File: src/rtl/merge_seq_if.sv
// ============================================================================
// Module      : merge_seq_if
// Description : Handshake and strobe bundle between the merge sequencer and
//               its requester / merge datapath.
// Revision    : 1.0 - initial release
// ============================================================================
`default_nettype none

interface merge_seq_if;
    logic       start;
    logic [1:0] mod;
    logic       busy;
    logic       done;
    logic [1:0] s;
    logic [1:0] ld_4to8;
    logic [1:0] ld_8to16;
    logic [1:0] ld_16to32;
    logic [1:0] ld_32to64;
    logic [1:0] ld_64to128;
    logic [1:0] ld_128to256;

    modport master (
        output start, mod,
        input  busy, done, s,
        input  ld_4to8, ld_8to16, ld_16to32, ld_32to64, ld_64to128, ld_128to256
    );

    modport slave (
        input  start, mod,
        output busy, done, s,
        output ld_4to8, ld_8to16, ld_16to32, ld_32to64, ld_64to128, ld_128to256
    );
endinterface

`default_nettype wire

File: src/rtl/merge_seq_ctrl.sv
// ============================================================================
// Module      : merge_seq_ctrl
// Description : Walks the cascaded merge stages a modulation mode needs,
//               issuing A/B load strobes and settle gaps, then pulses done.
// Revision    : 1.0 - initial release
// ============================================================================
`default_nettype none

module merge_seq_ctrl #(
    parameter int SETTLE = 2,
    parameter int CW     = 4
) (
    input  wire logic   clk,
    input  wire logic   rst,
    merge_seq_if.slave  bus
);

    typedef enum logic [2:0] {
        ST_IDLE   = 3'd0,
        ST_LDA    = 3'd1,
        ST_LDB    = 3'd2,
        ST_SETTLE = 3'd3,
        ST_FIN    = 3'd4
    } state_t;

    localparam logic [CW-1:0] C_SETTLE_LD = (SETTLE > 0) ? CW'(SETTLE - 1) : '0;

    state_t          r_state;
    logic [5:0][1:0] r_ld;
    logic            r_busy;
    logic            r_done;
    logic [1:0]      r_s;
    logic [1:0]      r_mode;
    logic [2:0]      r_stage;
    logic [CW-1:0]   r_cnt;
    logic [2:0]      w_last;
    logic [2:0]      w_next;
    logic            w_adv;

    always_comb begin
        w_last = 3'd0;
        case (r_mode)
            2'd0:    w_last = 3'd0;
            2'd1:    w_last = 3'd1;
            2'd2:    w_last = 3'd3;
            default: w_last = 3'd5;
        endcase
    end

    assign w_next = r_stage + 3'd1;
    // A stage is finished once its settle gap expires, or straight after LDB when there is no gap.
    assign w_adv  = ((r_state == ST_LDB) && (SETTLE == 0)) ||
                    ((r_state == ST_SETTLE) && (r_cnt == '0));

    always_ff @(posedge clk or posedge rst) begin
        if (rst) begin
            r_state <= ST_IDLE;
            r_ld    <= '0;
            r_busy  <= 1'b0;
            r_done  <= 1'b0;
            r_s     <= 2'b00;
            r_mode  <= 2'b00;
            r_stage <= 3'd0;
            r_cnt   <= '0;
        end else begin
            r_ld   <= '0;
            r_done <= 1'b0;
            case (r_state)
                ST_IDLE: begin
                    if (bus.start) begin
                        r_s     <= bus.mod;
                        r_mode  <= bus.mod;
                        r_stage <= 3'd0;
                        r_busy  <= 1'b1;
                        r_ld[0] <= 2'b01;
                        r_state <= ST_LDA;
                    end
                end
                ST_LDA: begin
                    r_ld[r_stage] <= 2'b10;
                    r_state       <= ST_LDB;
                end
                ST_LDB: begin
                    if (SETTLE > 0) begin
                        r_cnt   <= C_SETTLE_LD;
                        r_state <= ST_SETTLE;
                    end
                end
                ST_SETTLE: begin
                    if (r_cnt != '0) begin
                        r_cnt <= r_cnt - CW'(1);
                    end
                end
                ST_FIN: begin
                    r_busy  <= 1'b0;
                    r_state <= ST_IDLE;
                end
                default: begin
                    r_busy  <= 1'b0;
                    r_state <= ST_IDLE;
                end
            endcase

            if (w_adv) begin
                if (r_stage == w_last) begin
                    r_done  <= 1'b1;
                    r_state <= ST_FIN;
                end else begin
                    r_stage      <= w_next;
                    r_ld[w_next] <= 2'b01;
                    r_state      <= ST_LDA;
                end
            end
        end
    end

    assign bus.busy        = r_busy;
    assign bus.done        = r_done;
    assign bus.s           = r_s;
    assign bus.ld_4to8     = r_ld[0];
    assign bus.ld_8to16    = r_ld[1];
    assign bus.ld_16to32   = r_ld[2];
    assign bus.ld_32to64   = r_ld[3];
    assign bus.ld_64to128  = r_ld[4];
    assign bus.ld_128to256 = r_ld[5];

endmodule

`default_nettype wire

File: src/flat_wrapper.sv
// flat-port wrapper written by rule: the top's interface ports become plain ports
module merge_seq_ctrl_flat 
#(
    parameter int SETTLE = 2,
    parameter int CW     = 4
)
  (clk, rst, bus_start, bus_mod, bus_busy, bus_done, bus_s, bus_ld_4to8, bus_ld_8to16, bus_ld_16to32, bus_ld_32to64, bus_ld_64to128, bus_ld_128to256);
  merge_seq_if bus_i ();
  input  wire logic clk;
  input  wire logic rst;
  input wire logic [$bits(bus_i.start)-1:0] bus_start;
  input wire logic [$bits(bus_i.mod)-1:0] bus_mod;
  output wire logic [$bits(bus_i.busy)-1:0] bus_busy;
  output wire logic [$bits(bus_i.done)-1:0] bus_done;
  output wire logic [$bits(bus_i.s)-1:0] bus_s;
  output wire logic [$bits(bus_i.ld_4to8)-1:0] bus_ld_4to8;
  output wire logic [$bits(bus_i.ld_8to16)-1:0] bus_ld_8to16;
  output wire logic [$bits(bus_i.ld_16to32)-1:0] bus_ld_16to32;
  output wire logic [$bits(bus_i.ld_32to64)-1:0] bus_ld_32to64;
  output wire logic [$bits(bus_i.ld_64to128)-1:0] bus_ld_64to128;
  output wire logic [$bits(bus_i.ld_128to256)-1:0] bus_ld_128to256;
  assign bus_i.start = bus_start;
  assign bus_i.mod = bus_mod;
  assign bus_busy = bus_i.busy;
  assign bus_done = bus_i.done;
  assign bus_s = bus_i.s;
  assign bus_ld_4to8 = bus_i.ld_4to8;
  assign bus_ld_8to16 = bus_i.ld_8to16;
  assign bus_ld_16to32 = bus_i.ld_16to32;
  assign bus_ld_32to64 = bus_i.ld_32to64;
  assign bus_ld_64to128 = bus_i.ld_64to128;
  assign bus_ld_128to256 = bus_i.ld_128to256;
  merge_seq_ctrl #(.SETTLE(SETTLE), .CW(CW)) u_core (.clk(clk), .rst(rst), .bus(bus_i));
endmodule
File: config.mk
export PLATFORM = sky130hd
export DESIGN_NAME = merge_seq_ctrl_flat
export DESIGN_NICKNAME = d
export VERILOG_FILES = /design/src/rtl/merge_seq_if.sv /design/src/rtl/merge_seq_ctrl.sv /design/src/flat_wrapper.sv
export SDC_FILE = /design/constraint.sdc
export NUM_CORES = 1
export LEC_CHECK = 0
export CAP_MARGIN = 10
export CORE_ASPECT_RATIO = 1.4
export CORE_MARGIN = 1.5
export CORE_UTILIZATION = 45
export CTS_CLUSTER_DIAMETER = 150
export DETAILED_ROUTE_END_ITERATION = 16
export GPL_TIMING_DRIVEN = 1
export PLACE_DENSITY = 0.66
export SYNTH_ARGS = -nofsm -noshare
export SYNTH_HDL_FRONTEND = slang
export SYNTH_SLANG_ARGS = --single-unit
File: constraint.sdc
create_clock -name clk -period 2.2 [get_ports clk]
set_input_delay 0.33 -clock clk [delete_from_list [all_inputs] [get_ports clk]]
set_output_delay 0.33 -clock clk [all_outputs]
set_load 0.02 [all_outputs]
==> results of run 1 <==
-- critical path, cell delays in order (launching register included) --
cell and delay, ns:
dfrtp_1 0.45, inv_1 0.11, ha_1 0.16, or3b_1 0.44, a211oi_4 0.29, nand2_2 0.13, nor4b_2 0.26
-- cell type report --
cell class	instances	share of cell area
Clock buffer	4	0.02373
Inverter	4	0.009820
Sequential cell	26	0.4255
Tap cell	36	0.02946
Multi-Input combinational cell	73	0.3707
Timing Repair Buffer	22	0.1408
-- report_power, final --
group	total, W	internal, W	switching (W)
registers	0.000780	0.000600	0.000180
logic	0.000858	0.000398	0.000460
clock network	0.000231	0.000101	0.000130
-- per-layer routing --
| layer | routed length (microns) | global-route usage |
|---|---|---|
| met1 | 1003 | 0.2202 |
| met2 | 1128 | 0.2617 |
| met3 | 43 | 0.02747 |
| met4 | 36 | 0.05743 |
| met5 | 0 | 0 |
-- worst min path at each step --
stage | from | endpoint | slack, ns | cells past startpoint
floorplan | rst | u_core.bus.busy | 0.37 | 1
global placement | u_core.bus.busy | u_core.bus.busy | 0.48 | 2
detailed placement | u_core.bus.busy | u_core.bus.busy | 0.50 | 2
CTS | rst | u_core.r_stage[2] | 0.36 | 3
global route | rst | u_core.r_stage[2] | 0.41 | 3
finish | rst | u_core.r_stage[2] | 0.35 | 3
-- cell usage in the layout (no fill, tap or decap), drive strengths merged, types with 2 or more instances in the layout --
master          n
nor3            5
ha              3
nand4b          2
dfrtp          26
a22o            3
o211ai          3
a211oi          3
o21ai           6
nand2b          5
nor4b           4
nand3b          2
buf             2
mux2            2
clkdlybuf4s50  20
nand3           2
inv             4
or3b            2
clkbuf          4
o31ai           3
nand2           5
nor2            7
-- kinds of logic (layout without fill, tap and decap cells) --
| family | count (synthesis) | after routing | share of synthesized area |
|---|---|---|---|
| AOI/OAI and AO/OA | 24 | 24 | 0.1619 |
| xor gates and xnor gates | 1 | 1 | 0.006953 |
| adders and majority gates | 3 | 3 | 0.02979 |
| buffers and inverters | 9 | 30 | 0.03376 |
| DFF | 26 | 26 | 0.5164 |
| muxes | 2 | 2 | 0.01787 |
| and+or+nand+nor | 43 | 43 | 0.2334 |
-- metrics by stage --
| stage | utilization | cells | instance area [sq um] | power, W |
|---|---|---|---|---|
| final | 0.5786 | 165 | 1529 | 0.001869 |
| after global placement | 0.5649 | 161 | 1493 | 0.001616 |
| after detailed placement | 0.5649 | 161 | 1493 | 0.001647 |
| after global routing | 0.5786 | 165 | 1529 | 0.002015 |
| after floorplan | - | 108 | 1260 | 0.001418 |
| after CTS | 0.5786 | 165 | 1529 | 0.001883 |
-- sequential cells by signal (all words and copies together) (netlist names) --
name                    flops
u_core.bus.done             1
u_core.bus.ld_64to128       2
u_core.r_state              3
u_core.bus.ld_8to16         2
u_core.r_stage              3
u_core.bus.busy             1
u_core.bus.s                2
u_core.r_cnt                4
u_core.bus.ld_128to256      2
u_core.bus.ld_4to8          2
u_core.bus.ld_16to32        2
u_core.bus.ld_32to64        2
==> reports/qor.yml, run 1 <==
critical_path:
  crit_start: "u_core.r_cnt[0]"
  cp.required_ns: 2.42
  cp_max_fo: 5
  r2r_slack_ns: 0.27
  worstPathArrival_ns: 2.15
  critical_path_class: "register to register"
  r2r_end: "u_core.bus.ld_64to128[0]"
  r2r_start: "u_core.r_cnt[0]"
  reg2reg_depth: 6
  cp-end-kind: "register"
  worstSetupStartpointType: "register"
  endpoint: "u_core.bus.ld_64to128[0]"
power_and_ir_drop:
  p_per_area_mw_per_mm2: 1222
  vdd_ir_drop_max_mv: 0.6937
  p_leak_nw: 0.6398
global_route:
  grt_pass1_vias: 865
  gr-total-overflow: 0
  grt_pass1_wl_microns: 3774
  grt_usage: 0.1649
  grt_antenna_before_repair: 0
  grt_max_degree: 27
final_layout:
  seqCellArea_sq_um: 650.6
  fin_nets: 138
  multi_input_area_sq_um: 566.8
  fillers: 237
  area_growth_pct: 21.35
  drive_above_1_share: 0.1240
  diodes: 0
detailed_routing:
  drt-initial-drc-count: 22
  num_vias: 876
  final_antenna_net_count: 0
  wl_microns: 2212
  drt-wirelength-per-cell_microns: 13.41
  drtPass1Iterations: 4
  viasPerCell: 5.309
  drc: 0
synth:
  async_flop_share: 1.000
  ys_ff_latch: 26
  syn_nets: 116
  ys.flop_type: "dfrtp_1"
  syn_area_sq_mm: 0.001260
  ys_types: 42
  seq_area_frac_synth: 0.5164
  yosysMostFrequentCell: "dfrtp_1"
  synth_enable_flop_cells: 0
  yosys-top-cells-count: "dfrtp_1 (26), nor2_1 (7), nand2b_1 (5), nor3_1 (5), o21ai_1 (5)"
  yosysWarnings: 0
  synth_area_leader_cell: "dfrtp_1"
  synth_cells: 108
  synth_area_leaders: "dfrtp_1 (52%), nor4b_2 (4.8%), ha_1 (3.0%), nand2b_1 (2.5%), nor2_1 (2.1%)"
  avgSynthCellArea_sq_um: 11.67
  netlist.area_leader.share: 0.5164
sta:
  worstMarginPinSlew_ns: 0.5332
  clock.fmax_mhz: 517.8
  fin_ws_ns: 0.2689
  clock_skew_ns: 0.01530
  final-max-slew-violation-count: 0
  tns_ns: 0
  period_share: 0.8778
  whs_ns: 0.3542
  rsz0062_at_grt: "false"
  slew_headroom: 0.6418
  hold_violations: 0
  min_period_ns: 1.931
  setup_viol_count_final: 0
floorplanning:
  row_count: 22
  core_area_sq_mm: 0.002643
  dieArea_sq_mm: 0.003131
  die_h_microns: 65.61
  io_pins: 21
  start_util: 0.4768
  die_w_microns: 47.72
clocking:
  cts_sinks: 26
  path_clk_slew_ns: 0.14
  clock_latency_ns: 0.31
  ctsResizeCount: 0
  cts_tree: "yes"
  tritoncts.num_buffers: 3
  clk_path_buf_depth: 2
  cts-root-buf: "clkbuf_4"
  htree_levels: 1
  cts_hold_buf: 0
  post-cts-setup-buffers: 0
placed_design:
  place_ws_ns: 0.3194
  dp_hpwl_microns: 1647
  routabilityCongestion: 0.8436
  io_buffer_count: 20
flow_run:
  maxCapViolations: 0
worst_hold_path:
  hp-class: "input port to asynchronous set/reset pin"
run_status:
  outcome: "complete, no violations"
Note: power is estimated with default switching activity, not from simulation.
==> inputs of run 2 (changes only) <==
CAP_MARGIN = default   (was 10)
==> results of run 2 <==
The final DEF is identical to that of run 1; final timing and power are the same.
==> inputs of run 3 (changes only) <==
PLACE_DENSITY = default   (was 0.66)
PLACE_DENSITY_LB_ADDON = 0.12   (was default)
TNS_END_PERCENT = 50   (was default)
clock period = 2.4 ns   (was 2.2 ns; I/O delays follow)
==> run 3 against run 2 <==
Net effect:
- global-route usage grew 2.0 points
- sequential share of layout area increased by 0.21 points
- fmax shrank 7.3%
- total power is 8.3% lower
- critical endpoint unchanged
- sequential power fell by 8.3%
- register-to-register slack improved by 0.05 ns
- highest routed layer unchanged
- count of clock-buffer cells in the layout stayed put
- clock skew down 0.0087 ns
- core utilization down 0.28 points
==> reports/qor.yml, run 3 (same netlist as run 1, synthesis figures left out) <==
clocking:
  htree_levels: 1
  post-cts-setup-buffers: 0
  cts_sinks: 26
  cts_tree: "yes"
  clock_latency_ns: 0.32
  cts_hold_buf: 0
  ctsResizeCount: 0
  tritoncts.num_buffers: 3
  path_clk_slew_ns: 0.14
  clk_path_buf_depth: 2
  cts-root-buf: "clkbuf_4"
power_and_ir_drop:
  vdd_ir_drop_max_mv: 0.6229
  p_leak_nw: 0.6355
  p_int_w: 0.0009981
  p_clk_frac: 0.130
  p_sw_frac: 0.4180
  p_sw_w: 0.0007167
  power.share.sequential: 0.417
  p_per_area_mw_per_mm2: 1127
  combPwrFrac: 0.453
detailed_routing:
  viasPerCell: 5.506
  drt-wirelength-per-cell_microns: 14.46
  wl_microns: 2372
  drtPass1Iterations: 4
  num_vias: 903
  drc: 0
  drt-initial-drc-count: 18
  final_antenna_net_count: 0
critical_path:
  cp-end-kind: "register"
  crit_start: "u_core.r_cnt[0]"
  reg2reg_depth: 6
  critical_path_class: "register to register"
  cp.required_ns: 2.64
  cp_max_fo: 8
  worstPathArrival_ns: 2.32
  r2r_end: "u_core.bus.ld_64to128[0]"
  worstSetupStartpointType: "register"
  r2r_start: "u_core.r_cnt[0]"
  r2r_slack_ns: 0.32
floorplanning:
  core_area_sq_mm: 0.002643
  row_count: 22
  io_pins: 21
  start_util: 0.4768
  die_h_microns: 65.61
  dieArea_sq_mm: 0.003131
  die_w_microns: 47.72
sta:
  min_period_ns: 2.084
  clock.fmax_mhz: 479.8
  setup_viol_count_final: 0
  tns_ns: 0
  period_share: 0.8684
  clock_skew_ns: 0.006622
  slew_headroom: 0.6098
  hold_violations: 0
  final-max-slew-violation-count: 0
  rsz0062_at_grt: "false"
  worstMarginPinSlew_ns: 0.5808
global_route:
  grt_usage: 0.1849
  grt_pass1_vias: 912
  grt_max_degree: 27
  grt_antenna_before_repair: 0
  grt_pass1_wl_microns: 4119
  gr-total-overflow: 0
placed_design:
  routabilityCongestion: 0.8089
  dp_hpwl_microns: 1772
  place_area_sq_mm: 0.001485
  io_buffer_count: 20
flow_run:
  maxCapViolations: 0
worst_hold_path:
  hp-class: "input port to asynchronous set/reset pin"
final_layout:
  fin_util: 0.5758
  largest_reg_flops: 4
  drive_above_1_share: 0.1172
  final_common_cell: "dfrtp_1"
  fin_nets: 137
  area_growth_pct: 20.75
  top_regs: "u_core.r_cnt: 4 flops, u_core.r_stage: 3 flops, u_core.r_state: 3 flops"
  largest-register: "u_core.r_cnt"
  diodes: 0
  mostFrequentLayoutCells: "dfrtp_1 (26), clkdlybuf4s50_1 (20), nor2_1 (7)"
  design_area_sq_mm: 0.001521
run_status:
  outcome: "complete, no violations"
[run 3: changes by cell type in the layout (fill, tap and decap cells not counted), sizes merged]
cell / before / now
buf: 2 / 1
[run 3: power by group through the flow]
stage                     Combinational, W  Clock [W]  Sequential [W]
after floorplan                   0.000604          0        0.000696
after global placement            0.000760          0        0.000716
after detailed placement          0.000786          0        0.000723
after CTS                         0.000789   0.000225        0.000713
after global routing              0.000861   0.000244        0.000743
final                             0.000777   0.000223        0.000715
[run 3: how the worst max path moves through the flow]
stage	endpoint	cells past startpoint
after detailed placement	u_core.bus.ld_64to128[0]	6
after floorplan	u_core.r_stage[2]	7
after global routing	u_core.bus.ld_64to128[0]	6
final	u_core.bus.ld_64to128[0]	6
after CTS	u_core.bus.ld_64to128[0]	6
after global placement	u_core.bus.ld_64to128[0]	6
[run 3: area by class of cell]
class,count,area (sq um)
Tap cell,36,45.04
Timing Repair Buffer,21,207.7
Sequential cell,26,650.6
Clock buffer,4,36.28
Fill cell,256,1121
Inverter,4,15.01
Multi-Input combinational cell,73,566.8
[run 3: critical path, cell delays in order (launching register included)]
cell      delay, ns
dfrtp_1        0.44
inv_1          0.11
ha_1           0.17
or3b_1         0.51
a211oi_4       0.33
nand2_2        0.14
nor4b_2        0.30
[run 3: layer usage]
layer	global-route usage	up-vias	share of wire
met3	0.03022	6	0.022
met4	0.1081	0	0.022
met5	0	-	0
met1	0.2264	445	0.41
met2	0.2917	12	0.55
li1	-	440	-
[run 3: stage by stage]
stage / std cells / worst slack [ns] / power (W) / hold slack [ns]
5_1_grt: 164 / 0.1558 / 0.001849 / 0.3980
2_1_floorplan: 108 / 0.5874 / 0.001300 / 0.4000
4_1_cts: 164 / 0.3077 / 0.001727 / 0.3809
3_3_place_gp: 160 / 0.4421 / 0.001476 / 0.4849
6_report: 164 / 0.3158 / 0.001715 / 0.3758
3_5_place_dp: 160 / 0.3463 / 0.001510 / 0.5025
